File: config.mk
export PLATFORM = sky130hd
export DESIGN_NAME = csa_stream_accumulator
export DESIGN_NICKNAME = d
export VERILOG_FILES = /design/src/rtl/csa_pkg.sv /design/src/rtl/csa_row.sv /design/src/rtl/csa_stream_accumulator.sv
export SDC_FILE = /design/constraint.sdc
export NUM_CORES = 1
export LEC_CHECK = 0
export ABC_AREA = 1
export CELL_PAD_IN_SITES_DETAIL_PLACEMENT = 1
export CELL_PAD_IN_SITES_GLOBAL_PLACEMENT = 1
export CORE_UTILIZATION = 31
export DETAILED_ROUTE_END_ITERATION = 10
export PLACE_DENSITY = 0.75
export SYNTH_ARGS = -nofsm -noshare
export SYNTH_HDL_FRONTEND = slang
export SYNTH_SLANG_ARGS = --single-unit
File: constraint.sdc
create_clock -name clk -period 1.5 [get_ports clk]
set_input_delay 0.225 -clock clk [delete_from_list [all_inputs] [get_ports clk]]
set_output_delay 0.225 -clock clk [all_outputs]
set_load 0.005 [all_outputs]
File: src/rtl/csa_pkg.sv
// Shared types and default sizes for the carry-save stream accumulator.
package csa_pkg;

    localparam int WIDTH_DEF = 4;
    localparam int ACC_W_DEF = 8;

    typedef enum logic [1:0] {
        ACCUM,
        RESOLVE,
        DONE
    } state_t;

endpackage

File: src/rtl/csa_row.sv
// 3:2 compressor row: per-bit full adders producing the sum vector and the
// unshifted majority vector; weighting of the majority is left to the caller.
module full_adder (
    input  logic a,
    input  logic b,
    input  logic cin,
    output logic sum,
    output logic maj
);
    assign sum = a ^ b ^ cin;
    assign maj = (a & b) | (a & cin) | (b & cin);
endmodule

module csa_row
    import csa_pkg::*;
#(
    parameter int W = ACC_W_DEF
) (
    input  logic [W-1:0] a,
    input  logic [W-1:0] b,
    input  logic [W-1:0] c,
    output logic [W-1:0] sum,
    output logic [W-1:0] maj
);
    for (genvar i = 0; i < W; i++) begin : g_fa
        full_adder u_fa (
            .a   (a[i]),
            .b   (b[i]),
            .cin (c[i]),
            .sum (sum[i]),
            .maj (maj[i])
        );
    end
endmodule

File: src/rtl/csa_stream_accumulator.sv
// Streaming accumulator: operands fold into a redundant S/C pair, then an
// iterative XOR/AND loop resolves the pair into a binary total with overflow.
module csa_stream_accumulator
    import csa_pkg::*;
#(
    parameter int WIDTH = WIDTH_DEF,
    parameter int ACC_W = ACC_W_DEF
) (
    input  logic             clk,
    input  logic             rst_n,
    input  logic             in_valid,
    output logic             in_ready,
    input  logic [WIDTH-1:0] in_data,
    input  logic             in_last,
    output logic             out_valid,
    input  logic             out_ready,
    output logic [ACC_W-1:0] out_sum,
    output logic             out_ovf
);

    state_t           state;
    logic [ACC_W-1:0] s;
    logic [ACC_W-1:0] c;
    logic             ovf;

    logic [ACC_W-1:0] x;
    logic [ACC_W-1:0] row_sum;
    logic [ACC_W-1:0] row_maj;
    logic [ACC_W-1:0] res_and;

    assign x        = ACC_W'(in_data);
    assign res_and  = s & c;
    assign in_ready = (state == ACCUM);

    csa_row #(.W(ACC_W)) u_row (
        .a   (s),
        .b   (c),
        .c   (x),
        .sum (row_sum),
        .maj (row_maj)
    );

    // Any carry shifted out of the top bit is real weight 2^ACC_W, since all
    // terms are non-negative, so the sticky flag is exact.
    always_ff @(posedge clk) begin
        if (!rst_n) begin
            state     <= ACCUM;
            s         <= '0;
            c         <= '0;
            ovf       <= 1'b0;
            out_valid <= 1'b0;
            out_sum   <= '0;
            out_ovf   <= 1'b0;
        end else begin
            case (state)
                ACCUM: begin
                    if (in_valid) begin
                        s <= row_sum;
                        c <= row_maj << 1;
                        if (row_maj[ACC_W-1]) ovf <= 1'b1;
                        if (in_last) state <= RESOLVE;
                    end
                end
                RESOLVE: begin
                    if (c == '0) begin
                        state <= DONE;
                    end else begin
                        s <= s ^ c;
                        c <= res_and << 1;
                        if (res_and[ACC_W-1]) ovf <= 1'b1;
                    end
                end
                DONE: begin
                    // First DONE cycle loads the output registers; the
                    // result then holds until the downstream takes it.
                    if (!out_valid) begin
                        out_valid <= 1'b1;
                        out_sum   <= s;
                        out_ovf   <= ovf;
                    end else if (out_ready) begin
                        out_valid <= 1'b0;
                        s         <= '0;
                        c         <= '0;
                        ovf       <= 1'b0;
                        state     <= ACCUM;
                    end
                end
                default: state <= ACCUM;
            endcase
        end
    end

endmodule

==> impl_metrics.csv <==
group,metric,value,unit
outcome,outcome,"complete, but fails checks",
outcome,violations,"setup timing",
job,max_cap_viol_count,0,
clock_tree,clk_latency,0.28,ns
place,dp_slack,-0.150,ns
clock_tree,cts_buffer_depth,2,
clock_tree,clock_sinks,28,
pwr,seqPwrFrac,0.241,
global_route,grt_max_degree,29,
sta,whs,0.475,ns
global_route,grt_pass1_wl,6.89,mm
pwr,clock_power_share,0.084,
global_route,grt_pass1_vias,1477,
cells_and_area,diodes,0,
synth,avgSynthCellArea,7.27,um2
place,portBuffers,19,
sta,finalSetupViolCount,5,
floorplanning,coreArea,0.00450,mm2
cells_and_area,layout-drive-gt1-share,0.216,
synth,synthCells,207,
pwr,cellPowerDensity,2470,mW/mm2
floorplanning,die_area,0.00513,mm2
floorplanning,die_w,71.7,um
hold_path,hold_path.class,"reg -> reg",
pwr,p_int,2660,uW
clock_tree,cts_tree,"done",
setup_path,crit_arrival,1.70,ns
setup_path,critical_path_class,"reg -> reg",
clock_tree,cts.clk_slew.worst_paths,0.10,ns
synth,synth.net_count,232,
sta,timing.final.crit_share,1.01,
place,gp_congestion,0.720,
cells_and_area,area_growth,35.9,%
sta,rsz0062_at_grt,"yes",
setup_path,rr_startpoint,"state[0]",
floorplanning,dieHeight,71.7,um
floorplanning,io_pins,20,
sta,min_period,1.52,ns
pwr,power_frac_comb,0.675,
setup_path,cp_max_fo,11,
sta,finalClockSkew,0.00665,ns
setup_path,slowest_delay,0.37,ns
floorplanning,start_util,0.334,
hold_path,holdPathStages,2,
global_route,grt.overflow.total,0,
route,wl_per_cell,13.8,um
sta,fin_ws,-0.0183,ns
clock_tree,htreeDepth,1,
route,wl,4.04,mm
route,routed_via_density,4.88,
route,drc_errors,0,
synth,syn-cell-area,0.00150,mm2
global_route,gr-usage-all-layers,0.171,
hold_path,min_from,"ovf",
synth,ys_ff_latch,28,
setup_path,r2r_cells,8,
synth,ys_seq_area_frac,0.373,
route,final_antenna_net_count,0,
pwr,sw_frac_of_total,0.473,
floorplanning,placementRows,24,
route,detail_route.iter0.violations,41,
clock_tree,clock-root-buffer,"clkbuf_8",
sta,max_slew_margin,0.821,
sta,fmax,0.659,GHz
place,dp_hpwl,2.62,mm
cells_and_area,layout.nets,268,
clock_tree,numCtsBuffers,3,
setup_path,required,1.68,ns
cells_and_area,final_util,0.454,
route,via_count,1431,
place,placed_area,0.00182,mm2
setup_path,critPathLaunchType,"flip-flop",
route,drtPass1Iterations,4,
cells_and_area,stdcell_area,0.00204,mm2
setup_path,slowest_stage,"dfxtp_2",
pwr,peakVddDrop,0.769,mV
setup_path,path_cells,"buf_4, ha_2, buf_6, nand2_4, nand2_4, inv_6, nor2_1, nor2_1",
pwr,p_total,5050,uW
sta,tightest_slew,0.266,ns
synth,ys_types,25,
pwr,p_leak,0.000956,uW
setup_path,crit_start,"state[0]",
global_route,antenna_found_initial,0,
synth,yosysWarnings,0,
pwr,p_switching,2390,uW
sta,slew_violations,0,
setup_path,endpoint_kind,"flip-flop",
sta,finalHoldViolCount,0,
power groups by stage:
stage / sequential (uW) / combinational, uW / clock [uW]
after floorplan: 1190 / 1800 / 0
after global placement: 1210 / 2500 / 0
after detailed placement: 1220 / 2590 / 0
after CTS: 1210 / 3140 / 440
after global routing: 1260 / 3820 / 467
final: 1220 / 3410 / 423
worst paths after layout:
kind | end | slack [ns]
max | c[4] | -0.02
min | out_ovf | 0.48
max reg2reg | c[4] | -0.02
min reg2reg | out_ovf | 0.48
placed cells by master, fill, tap and decap left out:
cell	Yosys	final
a21boi_0	1	1
a21oi_1	4	4
buf_12	1	2
buf_4	1	13
buf_6	1	2
clkbuf_8	0	3
clkdlybuf4s15_1	0	1
clkdlybuf4s50_1	0	18
dfxtp_1	28	26
dfxtp_2	0	2
fa_1	3	3
ha_1	13	10
ha_2	0	2
ha_4	0	1
inv_1	21	18
inv_2	1	3
inv_4	1	1
inv_6	0	1
inv_8	0	1
nand2_1	24	22
nand2_2	2	1
nand2_4	1	5
nand2_8	0	1
nand3_1	9	8
nand3_2	0	1
nand4_1	1	1
nor2_1	61	58
nor2_2	1	3
nor2_4	0	1
nor3_4	0	1
o21ai_0	15	10
o21ai_1	10	8
o21ai_2	0	7
o21bai_1	1	1
or2_2	1	1
cells in the mapped netlist:
cell type,instances,area (um2)
nor2_1,61,229
a21oi_1,4,20.0
a21boi_0,1,7.51
inv_4,1,6.26
o21ai_1,10,50.1
ha_1,13,163
nand2_4,1,11.3
o21ai_0,15,75.1
or2_2,1,6.26
nand2_2,2,12.5
dfxtp_1,28,561
nand4_1,1,6.26
inv_1,21,78.8
buf_12,1,20.0
nand3_1,9,45.0
o21bai_1,1,7.51
clkbuf_1,3,11.3
inv_2,1,3.75
nor3_1,1,5.00
fa_1,3,60.1
buf_2,2,10.0
nor2_2,1,6.26
nand2_1,24,90.1
buf_6,1,11.3
buf_4,1,7.51
registers in the layout, indices dropped and copies added (netlist names):
signal and cells:
c 7, out_ovf 1, out_sum 8, out_valid 1, ovf 1, s 8, state 2
per-layer routing:
layer / global-route usage / share of wire / vias to the layer above
met5: 0 / 0 / -
met4: 0.0196 / 0.0042 / 0
met3: 0.0338 / 0.026 / 3
met2: 0.319 / 0.52 / 19
met1: 0.209 / 0.45 / 690
li1: - / - / 719
repair_timing:
action / in CTS / in global routing
resized for setup: 24 / 19
setup endpoints to repair: 16 / 27
gates cloned: 3 / 0
pin swaps: 3 / 5
endpoints found under the hold margin: 0 / 0
hold buffers: 0 / 0
buffers inserted: 3 / 0
logic make-up after synthesis:
kind of cell / synth area share
AO/OA/AOI/OAI: 0.106
buffers and inverters: 0.0990
AND/OR/NAND/NOR: 0.274
adder cells (fa/ha/maj): 0.148
flip-flops: 0.373
metrics by stage:
step / TNS (ns) / std cells
after detailed placement: -1.48 / 284
after CTS: 0 / 293
final: -0.0421 / 293
after global routing: -1.12 / 293
after floorplan: 0 / 207
after global placement: -1.06 / 284
final cells by class:
type,instances,area (um2)
Clock buffer,3,41.3
Sequential cell,28,563
Tap cell,52,65.1
Timing Repair inverter,1,8.76
Inverter,23,96.3
Multi-Input combinational cell,150,918
Timing Repair Buffer,36,350
Fill cell,568,2460
critical path, delay by kind of cell (launching register included):
family        cells  cell delay [ns]
fa+ha+maj         1             0.21
flops             1             0.37
simple gates      4             0.47
buf+inv           3             0.36
(Power assumes the default switching activity.)
==> RTL change (config.mk and constraints unchanged) <==
The package constant `ACC_W_DEF` goes from 8 to 12.
--- a/src/rtl/csa_pkg.sv
+++ b/src/rtl/csa_pkg.sv
@@ -4,3 +4,3 @@
     localparam int WIDTH_DEF = 4;
-    localparam int ACC_W_DEF = 8;
+    localparam int ACC_W_DEF = 12;
 
Ports: changed (resized out_sum); port bits go from 20 to 24. No check against the original RTL was run, so the function may have changed too.
==> RTL change against the original RTL <==
The run still ends with setup timing left. Sequential cell count is 12 higher. Die area is 34% higher. Total power is 46% higher. Cell count is 36% higher. Area after synthesis is 36% higher. Global-route usage is 0.65 points lower. Design area is 36% higher. Worst setup slack worse by 0.0045 ns. Clock skew hardly changed. Wire length is 32% higher. Critical path type unchanged. Critical endpoint is now s[7]. Largest power group unchanged.
==> RTL change: results (changes against the original RTL) <==
| Metric | Value |
|---|---|
| Worst-margin pin slew | 0.2776 ns (+0.01161 ns) |
| Port bufs | 23 (+4) |
| Cells after synthesis | 283 (+37%) |
| Final Hold Fails | 0 (unchanged) |
| Fraction of area in multi-input gates | 43.77% (-1.2 points) |
| Number of CTS-inserted buffers | 5 (+2) |
| Top cells by area, synth | dfxtp_1 (39%), nand2_1 (14%), nor2_1 (12%) |
| Adder-Cell Fraction of Synth Area | 13.38% (-1.4 points) |
| Pleak | 1.297 nW (+36%) |
| Seq cells | 40 (+43%) |
| Synth unique cells | 23 (-8.0%) |
| Worst setup endpoint | s[7] |
| Final setup margin | -0.02282 ns (-0.004539 ns) |
| Die outline width | 83.09 um (+16%) |
| Mapped Nets | 312 (+34%) |
| Total wire length | 5.324 mm (+32%) |
| Async S/R FF share, synth | 0% (unchanged) |
| Largest vdd supply drop | 0.001202 V (+56%) |
| Outcome | finished, violations left |
| Clock Skews | 0.007105 ns (+0.0004551 ns) |
| Worst-skew pair later-pin latency | 0.30 ns (+0.02 ns) |
| Multi-input gate count | 216 (+44%) |
| TritonRoute pass-1 iters | 3 (-1) |
| Pwr dens | 2647 nW/um2 (+7.0%) |
| Hold_ws | 0.4838 ns (+0.008772 ns) |
| Inverters | 14 (-42%) |
| Complex-gate fraction of the synthesized area | 6.630% (-4.0 points) |
| Filler cells | 785 (+38%) |
| Seq/Total Area, Yosys | 39.29% (+2.0 points) |
| Failing checks | setup timing |
| Critical Path Fanout Max | 10 (-1) |
| Top flop regs | out_sum x12, s x12, c x11 |
| Clock-cell share | 3.869% (+1.8 points) |
| Placed instance area | 2472 um2 (+36%) |
| Worst-path clk slew | 0.08 ns (-0.02 ns) |
| Clk_buf instances | 6 (+3) |
| GRT Util Overall | 16.48% (-0.65 points) |
| Dpl cells | 385 (+36%) |
| Routed via count | 1869 (+31%) |
| # setup viols final | 8 (+3) |
| Share of cells above drive strength 1 | 22.36% (+0.78 points) |
| Post-synth top cells | nand2_1 (75), nor2_1 (66), dfxtp_1 (40) |
| Signal buffers | 44 (+22%) |
| Pre-CTS setup slack | -0.1669 ns (-0.01664 ns) |
| Nets | 350 (+31%) |
| 1st-iter DRT viols | 75 (+83%) |
| R2R cell count | 12 (+4) |
RTL change: cell count changes after synthesis, sizes merged, moves of 2 or more:
cell	delta
nand2	+49
nor2	+17
ha	+4
dfxtp	+12
clkbuf	+3
inv	-9
o21ai	-5
buf	+2
RTL change: cell families (layout without fill, tap and decap cells):
logic type / Yosys count / after routing
AOI/OAI and AO/OA: 26 / 26
adders and majority gates: 20 / 20
buffers and inverters: 27 / 66
DFF: 40 / 40
and+or+nand+nor: 170 / 170
RTL change: worst max-delay path, cell delays in order, from the launching register on:
cell	delay, ns
dfxtp_4	0.36
inv_4	0.08
ha_4	0.14
inv_2	0.04
or2_4	0.23
nand2_4	0.08
nor2_4	0.04
nand2_4	0.09
inv_8	0.06
buf_12	0.14
nand2_1	0.05
nand2_1	0.05
nor2_1	0.09
RTL change: power by group:
part	internal [mW]	leakage [nW]	switching (mW)	total [mW]
logic	2.26	0.911	2.47	4.73
registers	1.45	0.330	0.291	1.74
clock network	0.494	0.0552	0.398	0.892
total	4.20	1.30	3.16	7.36
RTL change: layer usage:
| metal | GRT usage [%] | vias to the layer above | routed length, um | part of all wire [%] |
|---|---|---|---|---|
| met2 | 28.09 | 28 | 2545 | 48 |
| met3 | 3.181 | 10 | 142 | 2.7 |
| li1 | - | 954 | - | - |
| met5 | 0 | - | 0 | 0 |
| met1 | 20.39 | 877 | 2532 | 48 |
| met4 | 6.583 | 0 | 104 | 2.0 |
RTL change: timing repair:
action	4_1_cts	5_1_grt
gates cloned	2	0
hold buffers	0	0
endpoints found under the hold margin	0	0
buffers inserted	3	1
gates resized for setup	30	16
pin swaps	4	3
endpoints found under the setup margin	23	38
